==> config.mk <==
export PLATFORM = sky130hd
export DESIGN_NAME = logic_gate_unit_flat
export DESIGN_NICKNAME = d
export VERILOG_FILES = /design/src/rtl/gate_pkg.sv /design/src/rtl/logic_gate_unit_if.sv /design/src/rtl/gate_fifo.sv /design/src/rtl/logic_gate_unit.sv /design/src/flat_wrapper.sv
export SDC_FILE = /design/constraint.sdc
export NUM_CORES = 1
export LEC_CHECK = 0
export CAP_MARGIN = 0
export CORE_ASPECT_RATIO = 1.75
export CORE_UTILIZATION = 49
export CTS_CLUSTER_DIAMETER = 80
export DETAILED_ROUTE_END_ITERATION = 10
export PLACE_DENSITY = 0.79
export SYNTH_ARGS = -nofsm -noshare
export SYNTH_HDL_FRONTEND = slang
export SYNTH_SLANG_ARGS = --single-unit
export TNS_END_PERCENT = 10
==> constraint.sdc <==
create_clock -name clk -period 2.9 [get_ports clk]
set_input_delay 0.435 -clock clk [delete_from_list [all_inputs] [get_ports clk]]
set_output_delay 0.435 -clock clk [all_outputs]
set_load 0.05 [all_outputs]
==> src/rtl/gate_pkg.sv <==
// Shared op encoding and bitwise gate/popcount helpers for the logic gate unit.
// Helpers work at the 64-bit maximum width; callers truncate to their own WIDTH.
package gate_pkg;
    localparam int OP_W = 3;
    localparam int MAXW = 64;

    localparam logic [OP_W-1:0] OP_AND  = 3'd0;
    localparam logic [OP_W-1:0] OP_OR   = 3'd1;
    localparam logic [OP_W-1:0] OP_XOR  = 3'd2;
    localparam logic [OP_W-1:0] OP_NAND = 3'd3;
    localparam logic [OP_W-1:0] OP_NOR  = 3'd4;
    localparam logic [OP_W-1:0] OP_XNOR = 3'd5;
    localparam logic [OP_W-1:0] OP_ANDN = 3'd6;
    localparam logic [OP_W-1:0] OP_RSVD = 3'd7;

    function automatic logic [MAXW-1:0] gate_eval(input logic [OP_W-1:0] op,
                                                  input logic [MAXW-1:0] a,
                                                  input logic [MAXW-1:0] b);
        logic [MAXW-1:0] r;
        case (op)
            OP_AND:  r = a & b;
            OP_OR:   r = a | b;
            OP_XOR:  r = a ^ b;
            OP_NAND: r = ~(a & b);
            OP_NOR:  r = ~(a | b);
            OP_XNOR: r = ~(a ^ b);
            OP_ANDN: r = a & ~b;
            default: r = '0;
        endcase
        return r;
    endfunction

    function automatic logic [6:0] popcount(input logic [MAXW-1:0] v);
        logic [6:0] n;
        n = '0;
        for (int i = 0; i < MAXW; i++) begin
            n = n + 7'(v[i]);
        end
        return n;
    endfunction
endpackage

==> src/rtl/logic_gate_unit_if.sv <==
// Operand-in / result-out valid-ready bundle of the logic gate unit.
// slave is the unit's view, master is the producer/consumer view.
interface logic_gate_unit_if #(parameter int WIDTH = 8);
    import gate_pkg::*;
    localparam int OW = $clog2(WIDTH + 1);

    logic            in_valid;
    logic            in_ready;
    logic [WIDTH-1:0] x;
    logic [WIDTH-1:0] y;
    logic [OP_W-1:0] op;
    logic            out_valid;
    logic            out_ready;
    logic [WIDTH-1:0] z;
    logic            z_any;
    logic [OW-1:0]   z_ones;
    logic            err;

    modport master (output in_valid, x, y, op, out_ready,
                    input  in_ready, out_valid, z, z_any, z_ones, err);
    modport slave  (input  in_valid, x, y, op, out_ready,
                    output in_ready, out_valid, z, z_any, z_ones, err);
endinterface

==> src/rtl/gate_fifo.sv <==
// Generic synchronous FIFO; push ignored when full, pop ignored when empty.
// Output is the head register; while empty it holds the last head shown.
module gate_fifo #(
    parameter int WIDTH_E = 8,
    parameter int DEPTH   = 2
) (
    input  logic               clk,
    input  logic               rst,
    input  logic               push_i,
    input  logic               pop_i,
    input  logic [WIDTH_E-1:0] din_i,
    output logic [WIDTH_E-1:0] dout_o,
    output logic               full_o,
    output logic               empty_o,
    output logic [$clog2(DEPTH):0] count_o
);
    localparam int AW = $clog2(DEPTH);
    localparam int CW = AW + 1;

    logic [WIDTH_E-1:0] mem_q [DEPTH];
    logic [WIDTH_E-1:0] last_q;
    logic [AW-1:0]      wr_ptr_q, wr_ptr_d, rd_ptr_q, rd_ptr_d;
    logic [CW-1:0]      count_q, count_d;
    logic               do_push, do_pop;

    assign full_o  = (count_q == CW'(DEPTH));
    assign empty_o = (count_q == '0);
    assign count_o = count_q;
    assign do_push = push_i && !full_o;
    assign do_pop  = pop_i && !empty_o;
    assign dout_o  = empty_o ? last_q : mem_q[rd_ptr_q];

    always_comb begin
        wr_ptr_d = wr_ptr_q;
        rd_ptr_d = rd_ptr_q;
        count_d  = count_q;
        if (do_push) wr_ptr_d = wr_ptr_q + 1'b1;
        if (do_pop)  rd_ptr_d = rd_ptr_q + 1'b1;
        case ({do_push, do_pop})
            2'b10:   count_d = count_q + 1'b1;
            2'b01:   count_d = count_q - 1'b1;
            default: count_d = count_q;
        endcase
    end

    always_ff @(posedge clk or posedge rst) begin
        if (rst) begin
            for (int i = 0; i < DEPTH; i++) begin
                mem_q[i] <= '0;
            end
            last_q   <= '0;
            wr_ptr_q <= '0;
            rd_ptr_q <= '0;
            count_q  <= '0;
        end else begin
            if (do_push) mem_q[wr_ptr_q] <= din_i;
            // Remember the visible head so the output stays put once drained.
            if (!empty_o) last_q <= mem_q[rd_ptr_q];
            wr_ptr_q <= wr_ptr_d;
            rd_ptr_q <= rd_ptr_d;
            count_q  <= count_d;
        end
    end
endmodule

==> src/rtl/logic_gate_unit.sv <==
// Bitwise gate on x/y selected by op, result + OR-flag + popcount queued in a DEPTH FIFO.
// Result at head one edge after accept when empty; in_ready is count<DEPTH from registers only.
module logic_gate_unit
    import gate_pkg::*;
#(
    parameter int WIDTH = 8,
    parameter int DEPTH = 2
) (
    input  logic         clk,
    input  logic         rst,
    logic_gate_unit_if.slave gif
);
    localparam int OW = $clog2(WIDTH + 1);
    localparam int EW = WIDTH + 1 + OW;
    localparam int CW = $clog2(DEPTH) + 1;

    typedef struct packed {
        logic [WIDTH-1:0] z;
        logic             any;
        logic [OW-1:0]    ones;
    } entry_t;

    logic [WIDTH-1:0] res;
    entry_t           in_e, head_e;
    logic             push, pop, full, empty;
    logic [CW-1:0]    count;
    logic             err_q, err_d;

    assign res  = WIDTH'(gate_eval(gif.op, MAXW'(gif.x), MAXW'(gif.y)));
    assign in_e = '{z: res, any: |res, ones: OW'(popcount(MAXW'(res)))};

    assign gif.in_ready  = (count < CW'(DEPTH));
    assign gif.out_valid = (count != '0);
    assign push          = gif.in_valid && !full;
    assign pop           = gif.out_ready && !empty;

    gate_fifo #(.WIDTH_E(EW), .DEPTH(DEPTH)) u_fifo (
        .clk     (clk),
        .rst     (rst),
        .push_i  (push),
        .pop_i   (pop),
        .din_i   (in_e),
        .dout_o  (head_e),
        .full_o  (full),
        .empty_o (empty),
        .count_o (count)
    );

    assign {gif.z, gif.z_any, gif.z_ones} = head_e;

    assign err_d   = err_q | (push && (gif.op == OP_RSVD));
    assign gif.err = err_q;

    always_ff @(posedge clk or posedge rst) begin
        if (rst) begin
            err_q <= 1'b0;
        end else begin
            err_q <= err_d;
        end
    end
endmodule

==> src/flat_wrapper.sv <==
// flat-port wrapper written by rule: the top's interface ports become plain ports
module logic_gate_unit_flat import gate_pkg::*;
#(
    parameter int WIDTH = 8,
    parameter int DEPTH = 2
)
  (clk, rst, gif_in_valid, gif_x, gif_y, gif_op, gif_out_ready, gif_in_ready, gif_out_valid, gif_z, gif_z_any, gif_z_ones, gif_err);
  logic_gate_unit_if #(.WIDTH(WIDTH)) gif_i ();
  input  logic clk;
  input  logic rst;
  input wire logic [$bits(gif_i.in_valid)-1:0] gif_in_valid;
  input wire logic [$bits(gif_i.x)-1:0] gif_x;
  input wire logic [$bits(gif_i.y)-1:0] gif_y;
  input wire logic [$bits(gif_i.op)-1:0] gif_op;
  input wire logic [$bits(gif_i.out_ready)-1:0] gif_out_ready;
  output wire logic [$bits(gif_i.in_ready)-1:0] gif_in_ready;
  output wire logic [$bits(gif_i.out_valid)-1:0] gif_out_valid;
  output wire logic [$bits(gif_i.z)-1:0] gif_z;
  output wire logic [$bits(gif_i.z_any)-1:0] gif_z_any;
  output wire logic [$bits(gif_i.z_ones)-1:0] gif_z_ones;
  output wire logic [$bits(gif_i.err)-1:0] gif_err;
  assign gif_i.in_valid = gif_in_valid;
  assign gif_i.x = gif_x;
  assign gif_i.y = gif_y;
  assign gif_i.op = gif_op;
  assign gif_i.out_ready = gif_out_ready;
  assign gif_in_ready = gif_i.in_ready;
  assign gif_out_valid = gif_i.out_valid;
  assign gif_z = gif_i.z;
  assign gif_z_any = gif_i.z_any;
  assign gif_z_ones = gif_i.z_ones;
  assign gif_err = gif_i.err;
  logic_gate_unit #(.WIDTH(WIDTH), .DEPTH(DEPTH)) u_core (.clk(clk), .rst(rst), .gif(gif_i));
endmodule
==> metrics.md, run 1 <==
| Metric | Value |
|---|---|
| Run status | `finished, violations left` |
| Failing checks | `setup timing` |
| Most frequent cells in the layout | `buf_4, dfrtp_1, nand2_1` |
| Root Buffer | `clkbuf_8` |
| Sw Pwr | `1.640 mW` |
| Final Hold Vio Count | `0` |
| Cell-internal power | `1.988 mW` |
| Share of the synthesized area in the top cell type | `38.01%` |
| Met3 wire length | `152 um` |
| Leading cell type in the layout, fill and taps excluded | `buf_4` |
| Met2 routed WL | `3767 um` |
| Global-route wire length before repair | `10580 um` |
| Post-DP HPWL | `4344 um` |
| Min-delay worst type | `flop to flop` |
| Critical Path RT | `3090 ps` |
| Netlist cell types | `42` |
| Max Cap Viol | `0` |
| Worst slew margin | `49.11%` |
| Switch share | `45.20%` |
| Final Skew | `6.007 ps` |
| Setup violators final | `8` |
| Worst setup margin | `-493.3 ps` |
| Syn Area/Cell | `9.954 um2` |
| Final slew viol count | `0` |
| Cell Chain, Critical Path | `buf_6, buf_12, mux2i_1, nor2_1, a21oi_2, o21ai_2, inv_2, ha_4, inv_2, fa_1, fa_1, inv_2, fa_2, inv_2, fa_2, xnor2_2, mux2_4` |
| Pre-CTS setup slack | `-1262 ps` |
| Max Used Layer | `met4` |
| Hold WS | `483.2 ps` |
| Lkg Pwr | `1.962 nW` |
| Die X | `60.12 um` |
| CTS tree | `done` |
| Clock power share | `14.9%` |
| Clock-pin slew on the worst setup and hold paths | `80 ps` |
| TritonCTS Buffers | `5` |
| Register area share after synthesis | `38.01%` |
| Global placer's final weighted congestion | `0.7976` |
| Cts hold-fix bufs | `0` |
| Via-to-Cell Ratio | `5.234` |
| Largest net degree at the start of global routing | `45` |
| Post-Syn Area | `2897 um2` |
| Layout area overhead | `37.19%` |
| I/O pins | `39` |
| Flops & latches, synth | `44` |
| Overall Power | `3.628 mW` |
| Later-pin clock latency in the skew report | `300 ps` |
| Logic pwr share | `55.9%` |
| Initial core utilization | `51.44%` |
| Pwr dens | `913.0 nW/um2` |
| GRT Residual Overflow | `0` |
| Initial antenna violation count | `0` |
| Clock tree sinks | `44` |
| Slowest CP cell | `fa_1` |
| Vias in the first global route | `2422` |
| RSZ-0062 raised after global routing | `true` |
| Worst Setup End Kind | `flop` |
| Avg WL per Cell | `14.77 um` |
| Core Box Area | `5630 um2` |
| Gate Count Post-Synth | `291` |
| Met1 Wirelength | `2446 um` |
| Fmax | `294.7 MHz` |
| Num rows | `36` |
| CP max stage delay | `500 ps` |
| Seq pwr share | `29.3%` |
| Synth Net Count | `347` |
| Worst Path Max Fanout | `5` |
| Vias | `2329` |
| Drt pass-1 iters | `4` |
| Worst Setup Start Kind | `primary input` |
| Synth area leaders | `dfrtp_1, ha_1, mux2i_1` |
| Starting DRT DRC Count | `68` |
| Routed WL | `6571 um` |
| Period Utilization, post-route | `117.0%` |
| Clock buffer depth | `2` |
| Worst-Margin Slew | `763.3 ps` |
| Fin nets | `425` |
| Yosys Warn Count | `0` |
| # DRC | `0` |
| Kind of critical path | `primary input to flop` |
| Input/output buffers | `38` |
| Antenna diodes | `0` |
| CP dominant cell by count | `inv_2` |
| Final Critical Period | `3393 ps` |
| Die area | `6235 um2` |
| Worst Path Arrival | `3580 ps` |
| Routed Antenna Nets | `0` |
| Die Y | `103.7 um` |
| Dominant cell type by area after synthesis | `dfrtp_1` |
| H-tree depth | `2` |
| Worst VDD drop | `0.4297 mV` |
| Final Util | `70.58%` |
| Fraction of layout cells with a size suffix above 1 | `36.31%` |
| GRT Util Overall | `22.29%` |
-- path summary, 6_finish.rpt --
path / start / endpoint / slack, ps / depth (start not counted)
setup / recovery: gif_op[2] / u_core.u_fifo.mem_q[2] / -490 / 17
hold / removal: u_core.u_fifo.mem_q[25] / u_core.u_fifo.mem_q[25] / 480 / 2
setup reg to reg: u_core.u_fifo.count_o[0] / u_core.u_fifo.mem_q[4] / 1050 / 5
hold reg to reg: u_core.u_fifo.mem_q[25] / u_core.u_fifo.mem_q[25] / 480 / 2
max in group asynchronous: rst / u_core.u_fifo.count_o[1] / 1960 / 3
min in group asynchronous: rst / u_core.u_fifo.last_q[10] / 570 / 3
-- sequential cells by signal, summed over array words and instances, names as in the netlist --
| signal | count |
|---|---|
| u_core.gif.err | 1 |
| u_core.u_fifo.count_o | 2 |
| u_core.u_fifo.last_q | 13 |
| u_core.u_fifo.mem_q | 26 |
| u_core.u_fifo.rd_ptr_q | 1 |
| u_core.u_fifo.wr_ptr_q | 1 |
-- worst max-delay path, delay by kind of cell --
family          cells  cell delay, ps
buf+inv             6             460
mux                 2             380
fa+ha+maj           5            1740
simple gates        1             180
compound gates      2             240
xor+xnor            1             150
-- synthesized netlist by cell type --
cell type	instances
mux2_2	12
a32oi_1	3
nor2_1	27
a22oi_2	1
mux2i_1	28
buf_2	2
and4_1	1
o21ai_0	12
a211o_1	1
mux2_4	1
nand2b_1	2
a31oi_1	1
o22ai_1	2
o32ai_1	2
a32o_1	1
dfrtp_1	44
a41o_1	1
nand3b_1	1
nor2b_1	2
inv_1	33
ha_1	29
xor2_1	1
nor3_1	1
buf_12	2
o21ai_1	2
clkbuf_8	1
a21oi_1	16
buf_4	2
a311oi_1	1
a311o_1	2
a221oi_2	2
a21boi_2	1
nand3_2	2
xnor2_1	4
a21o_1	1
fa_1	4
o211ai_1	1
nand3_1	1
buf_6	1
and2_1	1
nand2_1	31
clkbuf_1	8
-- repair_timing --
item | in CTS | in global routing
cloned | 2 | 0
endpoints found under the hold margin | 0 | 0
pin swaps | 23 | 16
resized for setup | 89 | 11
setup endpoints to repair | 8 | 8
buffers inserted | 3 | 3
-- area by class of cell --
cell class	count	area, um2
Sequential cell	44	1101
Tap cell	76	95.09
Timing Repair Buffer	87	787.0
Fill cell	427	1657
Clock inverter	2	60.06
Multi-Input combinational cell	198	1728
Clock buffer	5	68.82
Inverter	33	133.9
-- cells by family after synthesis --
| kind of cell | Yosys count | synth area share [%] |
|---|---|---|
| AND/OR/NAND/NOR | 69 | 10.19 |
| XOR/XNOR | 5 | 1.512 |
| adder cells (fa/ha/maj) | 33 | 15.29 |
| buffers and inverters | 49 | 8.423 |
| multiplexers | 41 | 14.86 |
| flip-flops | 44 | 38.01 |
| AO/OA/AOI/OAI | 50 | 11.71 |
-- routing by layer --
layer,up-vias,global-route usage (%)
met5,-,0
met4,0,14.45
met3,18,2.747
met2,50,39.32
met1,1130,23.11
li1,1131,-
-- per-stage QoR --
step	TNS, ps	area (um2)	cells
CTS	-2822	3905	442
finish	-2507	3974	445
floorplan	-4245	2909	291
global route	-3256	3974	445
global placement	-8009	3552	430
detailed placement	-8533	3552	430
-- power by group through the flow --
stage | registers, mW | clock network (mW) | logic (mW)
2_1_floorplan | 1.00 | 0 | 1.44
3_3_place_gp | 1.05 | 0 | 1.88
3_5_place_dp | 1.07 | 0 | 1.92
4_1_cts | 1.06 | 0.547 | 2.02
5_1_grt | 1.09 | 0.568 | 2.17
6_report | 1.06 | 0.539 | 2.03
(Power assumes the default switching activity.)
==> inputs of run 2 (changes only) <==
Settings changed: GPL_TIMING_DRIVEN set to 0.
==> metrics.md, run 2 (synthesis results as in run 1) <==
| Metric | Value |
|---|---|
| Fraction of layout cells with a size suffix above 1 | `21.16% (-15 points)` |
| Slowest CP cell | `fa_1` |
| H-tree depth | `2 (unchanged)` |
| Max Cap Viol | `0 (unchanged)` |
| Worst setup margin | `-570.0 ps (-76.69 ps)` |
| Fmax | `288.2 MHz (-2.2%)` |
| Clock-pin slew on the worst setup and hold paths | `70 ps (about the same)` |
| CP delay by family, top | `adder cells` |
| Via-to-Cell Ratio | `5.257 (+0.44%)` |
| Worst Setup EP | `u_core.u_fifo.mem_q[2]` |
| Clock buffer depth | `2 (unchanged)` |
| Later-pin clock latency in the skew report | `300 ps (about the same)` |
| R2R depth | `5 (unchanged)` |
| Critical path launch point | `gif_op[2]` |
| Kind of critical path | `primary input to flop` |
| Instance count on the critical path | `16 (-1)` |
| Post-DP Area | `3364 um2 (-5.3%)` |
| GRT Util Overall | `20.72% (-1.6 points)` |
| Lkg Pwr | `1.829 nW (-6.8%)` |
| Worst Path Arrival | `3650 ps (+70 ps)` |
| TritonCTS Buffers | `5 (unchanged)` |
| Routed Antenna Nets | `0 (unchanged)` |
| Avg WL per Cell | `14.09 um (-4.6%)` |
| Input/output buffers | `36 (-5.3%)` |
| Initial core utilization | `51.44% (unchanged)` |
| FF-to-FF Start | `u_core.u_fifo.count_o[0]` |
| Critical Path RT | `3080 ps (about the same)` |
| Die Y | `103.7 um (unchanged)` |
| Worst Setup End Kind | `flop` |
| Largest Register | `u_core.u_fifo.mem_q` |
| Run status | `finished, violations left` |
| Most frequent cells in the layout | `dfrtp_1, nand2_1, mux2i_1` |
| Post-DP HPWL | `4361 um (+0.38%)` |
| Initial antenna violation count | `0 (unchanged)` |
| Period Utilization, post-route | `119.7% (+2.6 points)` |
| Largest net degree at the start of global routing | `45 (unchanged)` |
| # DRC | `0 (unchanged)` |
| Cts hold-fix bufs | `0 (unchanged)` |
| Global placer's final weighted congestion | `0.8681 (+8.8%)` |
| Setup TNS | `-3206 ps (-698.8 ps)` |
| Worst Path Max Fanout | `6 (+1)` |
| Reg2reg setup slack | `1090 ps (+40 ps)` |
| Final Hold Vio Count | `0 (unchanged)` |
| Vias in the first global route | `2139 (-12%)` |
| Core Box Area | `5630 um2 (unchanged)` |
| Worst reg2reg endpoint | `u_core.u_fifo.mem_q[18]` |
| Clock tree sinks | `44 (unchanged)` |
| Setup violators final | `8 (unchanged)` |
| I/O pins | `39 (unchanged)` |
| Drt pass-1 iters | `6 (+2)` |
| Global-route wire length before repair | `9818 um (-7.2%)` |
| Final Skew | `8.133 ps (+2.126 ps)` |
| Hold path depth | `2 (unchanged)` |
| Overall Power | `3.383 mW (-6.8%)` |
| Pwr dens | `932.6 nW/um2 (+2.1%)` |
| Num rows | `36 (unchanged)` |
| CP max stage delay | `560 ps (+60 ps)` |
| Failing checks | `setup timing` |
| Vias | `2213 (-5.0%)` |
| Pre-CTS setup slack | `-1393 ps (-130.9 ps)` |
| Fin nets | `401 (-5.6%)` |
| Design area | `3627 um2 (-8.7%)` |
| CTS tree | `done` |
| Die X | `60.12 um (unchanged)` |
| Starting DRT DRC Count | `67 (-1.5%)` |
| Min-delay worst type | `flop to flop` |
| Worst-Margin Slew | `876.1 ps (+112.7 ps)` |
| Worst path bufs/invs | `8 (+2)` |
| Worst Setup Start Kind | `primary input` |
| Cell Chain, Critical Path | `buf_12, buf_12, clkbuf_16, buf_4, buf_4, a311oi_1, a211o_1, inv_1, fa_1, fa_1, inv_1, fa_2, inv_2, fa_2, xnor2_2, mux2_4` |
| Leading cell type in the layout, fill and taps excluded | `dfrtp_1` |
| Largest register FFs | `26 (unchanged)` |
| Layout area overhead | `25.23%` |
| Worst slew margin | `41.51% (-7.6 points)` |
| Antenna diodes | `0 (unchanged)` |
| GRT Residual Overflow | `0 (unchanged)` |
| RSZ-0062 raised after global routing | `true` |
| Root Buffer | `clkbuf_8` |
| Routed WL | `5930 um (-9.8%)` |
| Worst VDD drop | `0.3950 mV (-8.1%)` |
| Final slew viol count | `0 (unchanged)` |
| Die area | `6235 um2 (unchanged)` |
| Final Critical Period | `3470 ps (+76.69 ps)` |
==> run 2: cell types whose count changed in the layout (fill, tap and decap cells not counted), moves of 4 or more <==
cell / before / now
ha_1: 20 / 25
dlymetal6s2s_1: 0 / 4
inv_4: 4 / 0
clkbuf_1: 0 / 7
ha_4: 8 / 4
inv_1: 19 / 23
buf_6: 8 / 3
buf_4: 54 / 12
dlygate4sd2_1: 0 / 14
==> run 2: metrics by stage <==
stage	util (%)	hold slack, ps	instances
after floorplan	-	445.0	291
after global placement	59.76	457.6	403
after detailed placement	59.76	468.7	403
after CTS	62.84	487.0	415
after global routing	64.42	499.3	421
final	64.42	485.6	421
==> run 2: power by group <==
part | switching, mW | leakage, nW | internal, mW | total, mW
clock network | 0.191 | 0.0410 | 0.164 | 0.355
registers | 0.121 | 0.530 | 0.888 | 1.01
logic | 1.32 | 1.26 | 0.702 | 2.02
==> run 2: area by class of cell <==
type / instances / area [um2]
Multi-Input combinational cell: 198 / 1660
Timing Repair Buffer: 47 / 416.7
Fill cell: 464 / 2003
Tap cell: 76 / 95.09
Sequential cell: 44 / 1101
Clock buffer: 6 / 72.57
Buffer: 16 / 152.6
Inverter: 33 / 123.9
Clock inverter: 1 / 5.005
==> run 2: how the worst min path moves through the flow <==
stage                                  startpoint                 endpoint  slack [ps]
after floorplan           u_core.u_fifo.mem_q[15]  u_core.u_fifo.mem_q[15]         450
after global placement    u_core.u_fifo.mem_q[15]  u_core.u_fifo.mem_q[15]         460
after detailed placement           u_core.gif.err           u_core.gif.err         470
after CTS                  u_core.u_fifo.mem_q[3]   u_core.u_fifo.mem_q[3]         490
after global routing      u_core.u_fifo.mem_q[13]  u_core.u_fifo.mem_q[13]         500
final                     u_core.u_fifo.mem_q[13]  u_core.u_fifo.mem_q[13]         490
==> run 2: repair_timing <==
| action | 4_1_cts | 5_1_grt |
|---|---|---|
| setup buffers | 5 | 6 |
| gates cloned | 0 | 0 |
| pin swaps | 19 | 10 |
| gates resized for setup | 58 | 13 |
| setup endpoints to repair | 18 | 12 |
==> run 2: routing by layer <==
layer	routed length [um]	GRT usage [%]	up-vias
li1	-	-	1084
met1	2279	23.50	1074
met2	3335	36.11	42
met3	118	1.873	13
met4	197	11.13	0
met5	0	0	-
==> run 2: worst min-delay path: cells and delay by family (launching register included) <==
family / cells / cell delay (ps)
flip-flops: 1 / 340
AND/OR/NAND/NOR: 2 / 110
==> inputs of run 3 (changes only) <==
Settings changed: SLEW_MARGIN set to 20.
==> metrics.md, run 3 (synthesis results as in run 1) <==
| Metric | Value |
|---|---|
| Run status | `finished, violations left` |
| Failing checks | `setup timing` |
| Largest Register | `u_core.u_fifo.mem_q` |
| Slowest CP cell | `fa_1` |
| Root Buffer | `clkbuf_8` |
| Cell Chain, Critical Path | `buf_12, buf_12, buf_12, mux2i_1, nor2_1, a21oi_2, o21ai_2, inv_2, ha_4, inv_2, fa_1, fa_1, inv_1, fa_2, inv_2, fa_2, xnor2_2, mux2_4` |
| Worst Path Max Fanout | `5 (-1)` |
| Final Util | `65.44% (+1.0 points)` |
| RSZ-0062 raised after global routing | `true` |
| Starting DRT DRC Count | `78 (+16%)` |
| Met2 usage | `37.13% (+1.0 points)` |
| Setup TNS | `-3333 ps (-127.1 ps)` |
| Global-route wire length before repair | `9763 um (-0.56%)` |
| Largest net degree at the start of global routing | `36 (-20%)` |
| Global placer's final weighted congestion | `0.8681 (unchanged)` |
| Worst Setup Start Kind | `primary input` |
| Fraction of layout cells with a size suffix above 1 | `21.90% (+0.74 points)` |
| Worst-Margin Slew | `760.4 ps (-115.6 ps)` |
| Via-to-Cell Ratio | `5.229 (-0.52%)` |
| Die Y | `103.7 um (unchanged)` |
| Register area | `1101 um2 (unchanged)` |
| Input/output buffers | `36 (unchanged)` |
| Num rows | `36 (unchanged)` |
| Largest register FFs | `26 (unchanged)` |
| Worst setup margin | `-582.6 ps (-12.66 ps)` |
| Logic pwr share | `59.4% (-0.3 points)` |
| Multi-input gate area | `1672 um2 (+0.68%)` |
| Antenna diodes | `0 (unchanged)` |
| # DRC | `0 (unchanged)` |
| Worst VDD drop | `0.3947 mV (about the same)` |
| Routed WL | `5948 um (+0.30%)` |
| TritonCTS Buffers | `5 (unchanged)` |
| Worst Path Arrival | `3660 ps (about the same)` |
| Cts hold-fix bufs | `0 (unchanged)` |
| Max Cap Viol | `0 (unchanged)` |
| Kind of critical path | `primary input to flop` |
| Period Utilization, post-route | `120.1% (+0.44 points)` |
| Leading cell type in the layout, fill and taps excluded | `dfrtp_1` |
| Gr busiest metal | `met2` |
| Drt pass-1 iters | `4 (-2)` |
| Post-DP HPWL | `4443 um (+1.9%)` |
| CP max stage delay | `500 ps (-60 ps)` |
| Layout area overhead | `27.21%` |
| Die area | `6235 um2 (unchanged)` |
| Worst Setup End Kind | `flop` |
| GR Layer Usage met3 | `1.873% (unchanged)` |
| Vias | `2212 (-0.045%)` |
| Clock buffer depth | `2 (unchanged)` |
| Met1 Use GR | `22.47% (-1.0 points)` |
| Clock power share | `11.1% (+0.6 points)` |
| Fin nets | `402 (+0.25%)` |
| Worst path bufs/invs | `7 (-1)` |
| Final Critical Period | `3483 ps (+12.66 ps)` |
| GRT Residual Overflow | `0 (unchanged)` |
| Pwr dens | `929.6 nW/um2 (-0.33%)` |
| Min-delay worst type | `primary input to async pin` |
| Worst slew margin | `49.20% (+7.7 points)` |
| H-tree depth | `2 (unchanged)` |
| Most frequent cells in the layout | `dfrtp_1, nand2_1, mux2i_1, nor2_1, ha_1` |
| Final Hold Vio Count | `0 (unchanged)` |
| Final slew viol count | `0 (unchanged)` |
| Initial antenna violation count | `0 (unchanged)` |
| Final Skew | `5.665 ps (-2.468 ps)` |
| I/O pins | `39 (unchanged)` |
| Fillers | `451 (-2.8%)` |
| Pre-CTS setup slack | `-1415 ps (-21.71 ps)` |
| Seq pwr share | `29.4% (-0.4 points)` |
| CTS tree | `done` |
| Sw Pwr | `1.626 mW (-0.18%)` |
| Critical Path RT | `3080 ps (about the same)` |
| Later-pin clock latency in the skew report | `290 ps (about the same)` |
| CP delay by family, top | `adder cells` |
| Lkg Pwr | `1.850 nW (+1.1%)` |
| Clock tree sinks | `44 (unchanged)` |
| Setup violators final | `8 (unchanged)` |
| Cell-internal power | `1.799 mW (+2.6%)` |
| Avg WL per Cell | `14.06 um (-0.17%)` |
| Initial core utilization | `51.44% (unchanged)` |
| Fmax | `287.1 MHz (-0.36%)` |
| Vias in the first global route | `2159 (+0.94%)` |
| Switch share | `47.47% (-0.68 points)` |
| Core Box Area | `5630 um2 (unchanged)` |
| Clock-pin slew on the worst setup and hold paths | `80 ps (about the same)` |
| GRT Util Overall | `20.43% (-0.29 points)` |
| Overall Power | `3.425 mW (+1.3%)` |
| Die X | `60.12 um (unchanged)` |
| Routed Antenna Nets | `0 (unchanged)` |
==> run 3: repair_timing <==
action                                  CTS  global route
buffers inserted                          6             5
gates cloned                              0             0
endpoints found under the setup margin   17            13
pin swaps                                19            13
gates resized for setup                  57            22
==> run 3: path summary, 6_finish.rpt <==
| path | from | endpoint | slack, ps | cells past startpoint |
|---|---|---|---|---|
| max in group asynchronous | rst | u_core.u_fifo.last_q[5] | 2070 | 3 |
| setup / recovery | gif_op[2] | u_core.u_fifo.mem_q[2] | -580 | 18 |
| min in group clk | u_core.u_fifo.mem_q[10] | u_core.u_fifo.mem_q[10] | 480 | 2 |
| hold / removal | rst | u_core.u_fifo.last_q[10] | 380 | 2 |
| setup reg to reg | u_core.u_fifo.count_o[0] | u_core.u_fifo.mem_q[19] | 1070 | 5 |
| hold reg to reg | u_core.u_fifo.mem_q[10] | u_core.u_fifo.mem_q[10] | 480 | 2 |
==> run 3: metrics by stage <==
step | hold WS, ps | cells | instance area (um2)
after floorplan | 445.0 | 291 | 2909
after global routing | 391.7 | 423 | 3685
after CTS | 379.1 | 418 | 3571
after detailed placement | 466.4 | 404 | 3385
after global placement | 457.6 | 403 | 3364
final | 380.8 | 423 | 3685
==> run 3: power by group through the flow <==
stage	logic, mW	clock network, mW	registers [mW]
6_report	2.04	0.381	1.01
5_1_grt	2.19	0.415	1.03
4_1_cts	2.01	0.389	1.01
3_5_place_dp	2.02	0	1.02
3_3_place_gp	1.97	0	1.00
2_1_floorplan	1.44	0	1.00
==> run 3: cell type report <==
class,count,share of cell area [%]
well taps,76,2.581
multi-input cells,198,45.36
flip-flops and latches,44,29.88
plain buffers,16,4.041
clock buffers,8,2.445
inverters,33,3.497
repair buffers,48,12.19
==> run 3: worst register-to-register path, cell delays in order, from the launching register on <==
cell	delay [ps]
dfrtp_1	410
inv_1	80
a21boi_2	240
inv_1	110
nor2_1	470
mux2_2	400
==> run 3: routing by layer <==
layer  up-vias  share of wire, %  wire length (um)
met1      1069                37              2212
met5         -                 0                 0
met2        49                58              3457
met3        10               2.2               133
met4         0               2.4               145
li1       1084                 -                 -
